File: src/rtl/hps_cmd_bridge.sv
// hps_cmd_bridge: decodes HPS PIO command words under a REQ/ACK handshake, issues them to the
// coprocessor over valid/ready, and reports status/result and saturating statistics back to the HPS.
module hps_cmd_bridge #(
    parameter int OPCODE_W = 4,
    parameter int ADDR_W = 19,
    parameter int DATA_W = 8,
    parameter int RESULT_W = 16,
    parameter int NUM_OPS = 6,
    parameter int TIMEOUT_CYCLES = 1000000,
    parameter logic [15:0] CNT_MAX = 16'hFFFF
) (
    input  logic                clk,
    input  logic                reset,
    input  logic [31:0]         pio_data_out,
    output logic [31:0]         pio_data_in,
    output logic [31:0]         pio_control,
    output logic                cmd_valid,
    input  logic                cmd_ready,
    output logic [OPCODE_W-1:0] cmd_opcode,
    output logic [ADDR_W-1:0]   cmd_addr,
    output logic [DATA_W-1:0]   cmd_data,
    input  logic                done_valid,
    input  logic                done_error,
    input  logic [RESULT_W-1:0] done_result
);
    localparam int TW = $clog2(TIMEOUT_CYCLES + 1);
    localparam logic [OPCODE_W:0] OPS_LIM = (OPCODE_W + 1)'(NUM_OPS);

    typedef enum logic [1:0] {S_IDLE, S_ISSUE, S_WAIT, S_ACK} state_t;

    state_t state, state_n;
    logic req_q, err_q, tmo_q, err_n;
    logic [15:0] res_q, done_cnt, err_cnt;
    logic [TW-1:0] timer;
    logic [OPCODE_W-1:0] op_q;
    logic [ADDR_W-1:0] addr_q;
    logic [DATA_W-1:0] data_q;

    wire req = pio_data_out[31];
    wire rise = req & ~req_q;
    wire [OPCODE_W-1:0] op_w = pio_data_out[27 +: OPCODE_W];
    wire legal = {1'b0, op_w} < OPS_LIM;
    wire tmo_hit = timer == TW'(TIMEOUT_CYCLES - 1);
    wire enter_ack = (state_n == S_ACK) && (state != S_ACK);

    assign cmd_valid = state == S_ISSUE;
    assign cmd_opcode = op_q;
    assign cmd_addr = addr_q;
    assign cmd_data = data_q;

    always_comb begin
        state_n = state;
        err_n = 1'b1;
        case (state)
            S_IDLE: begin
                if (rise) begin
                    state_n = legal ? S_ISSUE : S_ACK;
                    err_n = !legal;
                end
            end
            S_ISSUE: state_n = cmd_ready ? S_WAIT : S_ISSUE;
            S_WAIT: begin
                // a completion arriving on the timeout cycle takes priority
                if (done_valid || tmo_hit) begin
                    state_n = S_ACK;
                    err_n = done_valid ? done_error : 1'b1;
                end
            end
            S_ACK: state_n = req ? S_ACK : S_IDLE;
            default: state_n = S_IDLE;
        endcase
    end

    always_ff @(posedge clk) begin
        if (reset) begin
            state <= S_IDLE;
            req_q <= 1'b0;
            op_q <= '0;
            addr_q <= '0;
            data_q <= '0;
            err_q <= 1'b0;
            tmo_q <= 1'b0;
            res_q <= '0;
            timer <= '0;
            done_cnt <= '0;
            err_cnt <= '0;
            pio_data_in <= '0;
            pio_control <= '0;
        end else begin
            state <= state_n;
            req_q <= req;
            pio_data_in <= {state == S_ACK, state == S_ISSUE || state == S_WAIT, err_q, tmo_q, 12'd0, res_q};
            pio_control <= {err_cnt, done_cnt};
            if (state == S_IDLE && rise) begin
                op_q <= op_w;
                addr_q <= pio_data_out[8 +: ADDR_W];
                data_q <= pio_data_out[0 +: DATA_W];
                err_q <= !legal;
                tmo_q <= 1'b0;
                res_q <= '0;
            end
            if (state == S_ISSUE && cmd_ready)
                timer <= '0;
            if (state == S_WAIT) begin
                if (done_valid) begin
                    res_q <= 16'(done_result);
                    err_q <= done_error;
                end else if (tmo_hit) begin
                    err_q <= 1'b1;
                    tmo_q <= 1'b1;
                    res_q <= '0;
                end else begin
                    timer <= timer + TW'(1);
                end
            end
            if (enter_ack) begin
                done_cnt <= (done_cnt == CNT_MAX) ? done_cnt : done_cnt + 16'd1;
                if (err_n)
                    err_cnt <= (err_cnt == CNT_MAX) ? err_cnt : err_cnt + 16'd1;
            end
        end
    end
endmodule
File: config.mk
export PLATFORM = sky130hd
export DESIGN_NAME = hps_cmd_bridge
export DESIGN_NICKNAME = d
export VERILOG_FILES = /design/src/rtl/hps_cmd_bridge.sv
export SDC_FILE = /design/constraint.sdc
export NUM_CORES = 1
export LEC_CHECK = 0
export CORE_UTILIZATION = 30
export CTS_CLUSTER_DIAMETER = 80
export DETAILED_ROUTE_END_ITERATION = 16
export DONT_BUFFER_PORTS = 1
export GPL_TIMING_DRIVEN = 1
export PLACE_DENSITY = 0.54
export SYNTH_ARGS = -nofsm -noshare
export SYNTH_HDL_FRONTEND = slang
export SYNTH_SLANG_ARGS = --single-unit
File: constraint.sdc
create_clock -name clk -period 2.9 [get_ports clk]
set_clock_uncertainty 0.1 [all_clocks]
set_input_delay 0.29 -clock clk [delete_from_list [all_inputs] [get_ports clk]]
set_output_delay 0.29 -clock clk [all_outputs]
set_load 0.03 [all_outputs]
==> impl_metrics.py <==
metrics = {
    "status": {
        "status": "finished clean",
    },
    "floorplan": {
        "die_w_um": 143.5,
        "fp.dieH_um": 143.5,
        "start_util": 0.3076,
        "core_region_area_mm2": 0.01953,
        "die_area_mm2": 0.02059,
        "rows": 51,
        "ios": 149,
    },
    "global_routing": {
        "gr-total-overflow": 0,
        "grt_pass1_vias": 4386,
        "grt_pass1_wl_um": 22490,
        "antenna_found_initial": 0,
        "grt_usage": 0.1421,
        "grt_max_degree": 121,
    },
    "clock_network": {
        "h-tree-depth": 4,
        "numCtsBuffers": 17,
        "clockRootBuffer": "clkbuf_16",
        "tritoncts": "done",
        "clkSlewWorstSetupHoldPaths_ns": 0.06,
        "clock-sinks": 156,
        "clock_latency_ns": 0.43,
        "clk_path_buf_depth": 2,
    },
    "cells_and_area": {
        "area_growth_pct": 23.29,
        "nets": 770,
        "multiInputGateArea_mm2": 0.002668,
        "seqCellArea_mm2": 0.003123,
        "drive_above_1_share": 0.09544,
        "insertedDiodeCount": 0,
        "postLayoutCoreUtil": 0.3793,
        "final_cell_mix": "dfxtp_1, nand2_1, nor2_1",
        "fillers": 1987,
        "layout_commonest_cell": "dfxtp_1",
    },
    "place": {
        "hpwl_um": 9174,
        "gp_congestion": 0.8132,
        "port_buffers": 0,
    },
    "worst_setup_path": {
        "cp_data_required_time_ns": 3.11,
        "worstSetupEndpointType": "register",
        "cp_slowest_stage_delay_ns": 0.42,
        "cp_data_arrival_time_ns": 2.85,
        "path_cells": "inv_1 > ha_1 > and3b_1 > a22oi_1 > nand2_1 > or2_1 > or3_1 > mux2_4",
        "start_kind": "register",
        "path_max_fanout": 11,
        "criticalPathCategory": "register to register",
        "critPathSlowestCell": "or3_1",
        "critPathBufInv": 1,
        "critPathTopFamily": "simple AND/OR/NAND/NOR gates",
    },
    "detailed_routing": {
        "num_vias": 4581,
        "via_per_inst": 4.637,
        "drc": 0,
        "post_drt_wl_per_cell_um": 14.78,
        "wl_um": 14600,
        "drtIter0Drc": 218,
        "firstDrtPassIters": 4,
        "detail-route-antenna-nets": 0,
    },
    "sta": {
        "fin_crit_ns": 2.645,
        "finalHoldViolations": 0,
        "rsz0062_at_grt": "false",
        "tns_ns": 0,
        "fin_crit_sh": 0.9120,
        "drv_slew": 0,
        "finalSetupViolCount": 0,
        "max_slew_margin": 0.5471,
        "fmax_mhz": 378.1,
        "tightest_slew_ns": 0.6794,
    },
    "logic_synthesis": {
        "ys.flop_type": "dfxtp_1",
        "ys_ff_latch": 156,
        "syn_area_mm2": 0.006007,
        "syn_inst": 657,
        "synth_area_per_cell_um2": 9.143,
        "synth_warnings": 0,
        "synth_edf_count": 0,
        "synth_top_area_frac": 0.5199,
        "yosys.area.top_type": "dfxtp_1",
        "ys_seq_area_frac": 0.5199,
        "yosysUniqueCellTypes": 51,
        "postSynth.asyncResetShare": 0,
        "synth_area_leaders": "dfxtp_1, nor2b_1, nand2_1, nor2_1, xnor2_1",
    },
    "power_and_ir_drop": {
        "p_total_uw": 6093,
        "p_per_area_mw_per_mm2": 822.8,
        "cellLeakagePower_uw": 0.002692,
        "max-vdd-ir-drop_mv": 0.3578,
    },
    "worst_hold_path": {
        "hp-class": "input port to register",
    },
    "job": {
        "cap_violations": 0,
    },
}
worst reg2reg max path: cells and delay by family, from the launching register on:
family                     cells  cell delay (ns)
AOI/OAI and AO/OA              1             0.27
adders and majority gates      1             0.28
buffers and inverters          1             0.09
DFF                            1             0.40
muxes                          1             0.30
and+or+nand+nor                4             1.09
per-layer routing:
layer  part of all wire  track usage  vias up
met5                  0            0        -
met4              0.020      0.05655        0
met3              0.059      0.04032       18
met2               0.48       0.2363      136
met1               0.45       0.1721     2122
li1                   -            -     2305
cell families (layout without fill, tap and decap cells):
family	Yosys count	after routing	share of synthesized area
fa+ha+maj	7	7	0.01458
buf+inv	54	109	0.04291
mux	15	15	0.02833
simple gates	308	308	0.2581
flops	156	156	0.5199
xor+xnor	27	27	0.03937
compound gates	89	89	0.09623
other cells	1	12	0.0006243
repair_timing:
item                       CTS  global route
buffers inserted             0             0
hold buffers                51             0
setup endpoints to repair    0             3
resized for setup            0             1
hold endpoints to repair   137             0
synth_stat cells (3+ instances only):
cell,count
a21oi_1,43
a22o_1,16
and3_1,10
and4_1,6
buf_4,12
clkbuf_1,28
dfxtp_1,156
ha_1,7
inv_1,9
mux2_2,12
nand2_1,91
nand2b_1,3
nand3_1,22
nand4_1,9
nor2_1,67
nor2b_1,57
nor3_1,10
nor4_1,11
nor4b_1,3
o211ai_1,3
o21ai_0,12
or2_2,4
or3_1,3
xnor2_1,25
report_power, final:
| group | leakage, uW | switching, uW | internal (uW) |
|---|---|---|---|
| Sequential | 0.00126 | 291 | 2300 |
| Clock | 0.000283 | 905 | 1330 |
| Combinational | 0.00115 | 794 | 471 |
state kept, by name, summed over array words and instances, names as in the netlist:
register	flops
cmd_addr	19
cmd_data	8
cmd_opcode	4
done_cnt	16
err_cnt	16
err_q	1
pio_control	32
pio_data_in	20
req_q	1
res_q	16
state	2
timer	20
tmo_q	1
layout make-up:
cell class,instances,share of cell area
clock buffers,21,0.06217
inverters,9,0.004562
repair buffers,68,0.08853
well taps,265,0.04477
flip-flops and latches,156,0.4217
clock inverters,11,0.01808
multi-input cells,458,0.3602
metrics by stage:
stage / area (um^2) / worst slack [ns] / hold WS (ns) / instances
after floorplan: 6048 / 0.3014 / 0.3157 / 668
final: 7406 / 0.2551 / 0.02720 / 988
after global placement: 6284 / 0.1884 / 0.2724 / 905
after detailed placement: 6284 / 0.1369 / 0.2750 / 905
after CTS: 7406 / 0.1324 / 0.004521 / 988
after global routing: 7406 / 0.04162 / 0.02479 / 988
path summary, 6_finish.rpt:
path                 start  cells after the start               to  slack [ns]
setup / recovery  state[0]                      8       err_cnt[2]        0.26
hold / removal       reset                      2       err_cnt[1]        0.03
setup reg to reg  state[0]                      8       err_cnt[2]        0.26
hold reg to reg      err_q                      1  pio_data_in[29]        0.36
Note: power is estimated with default switching activity, not from simulation.
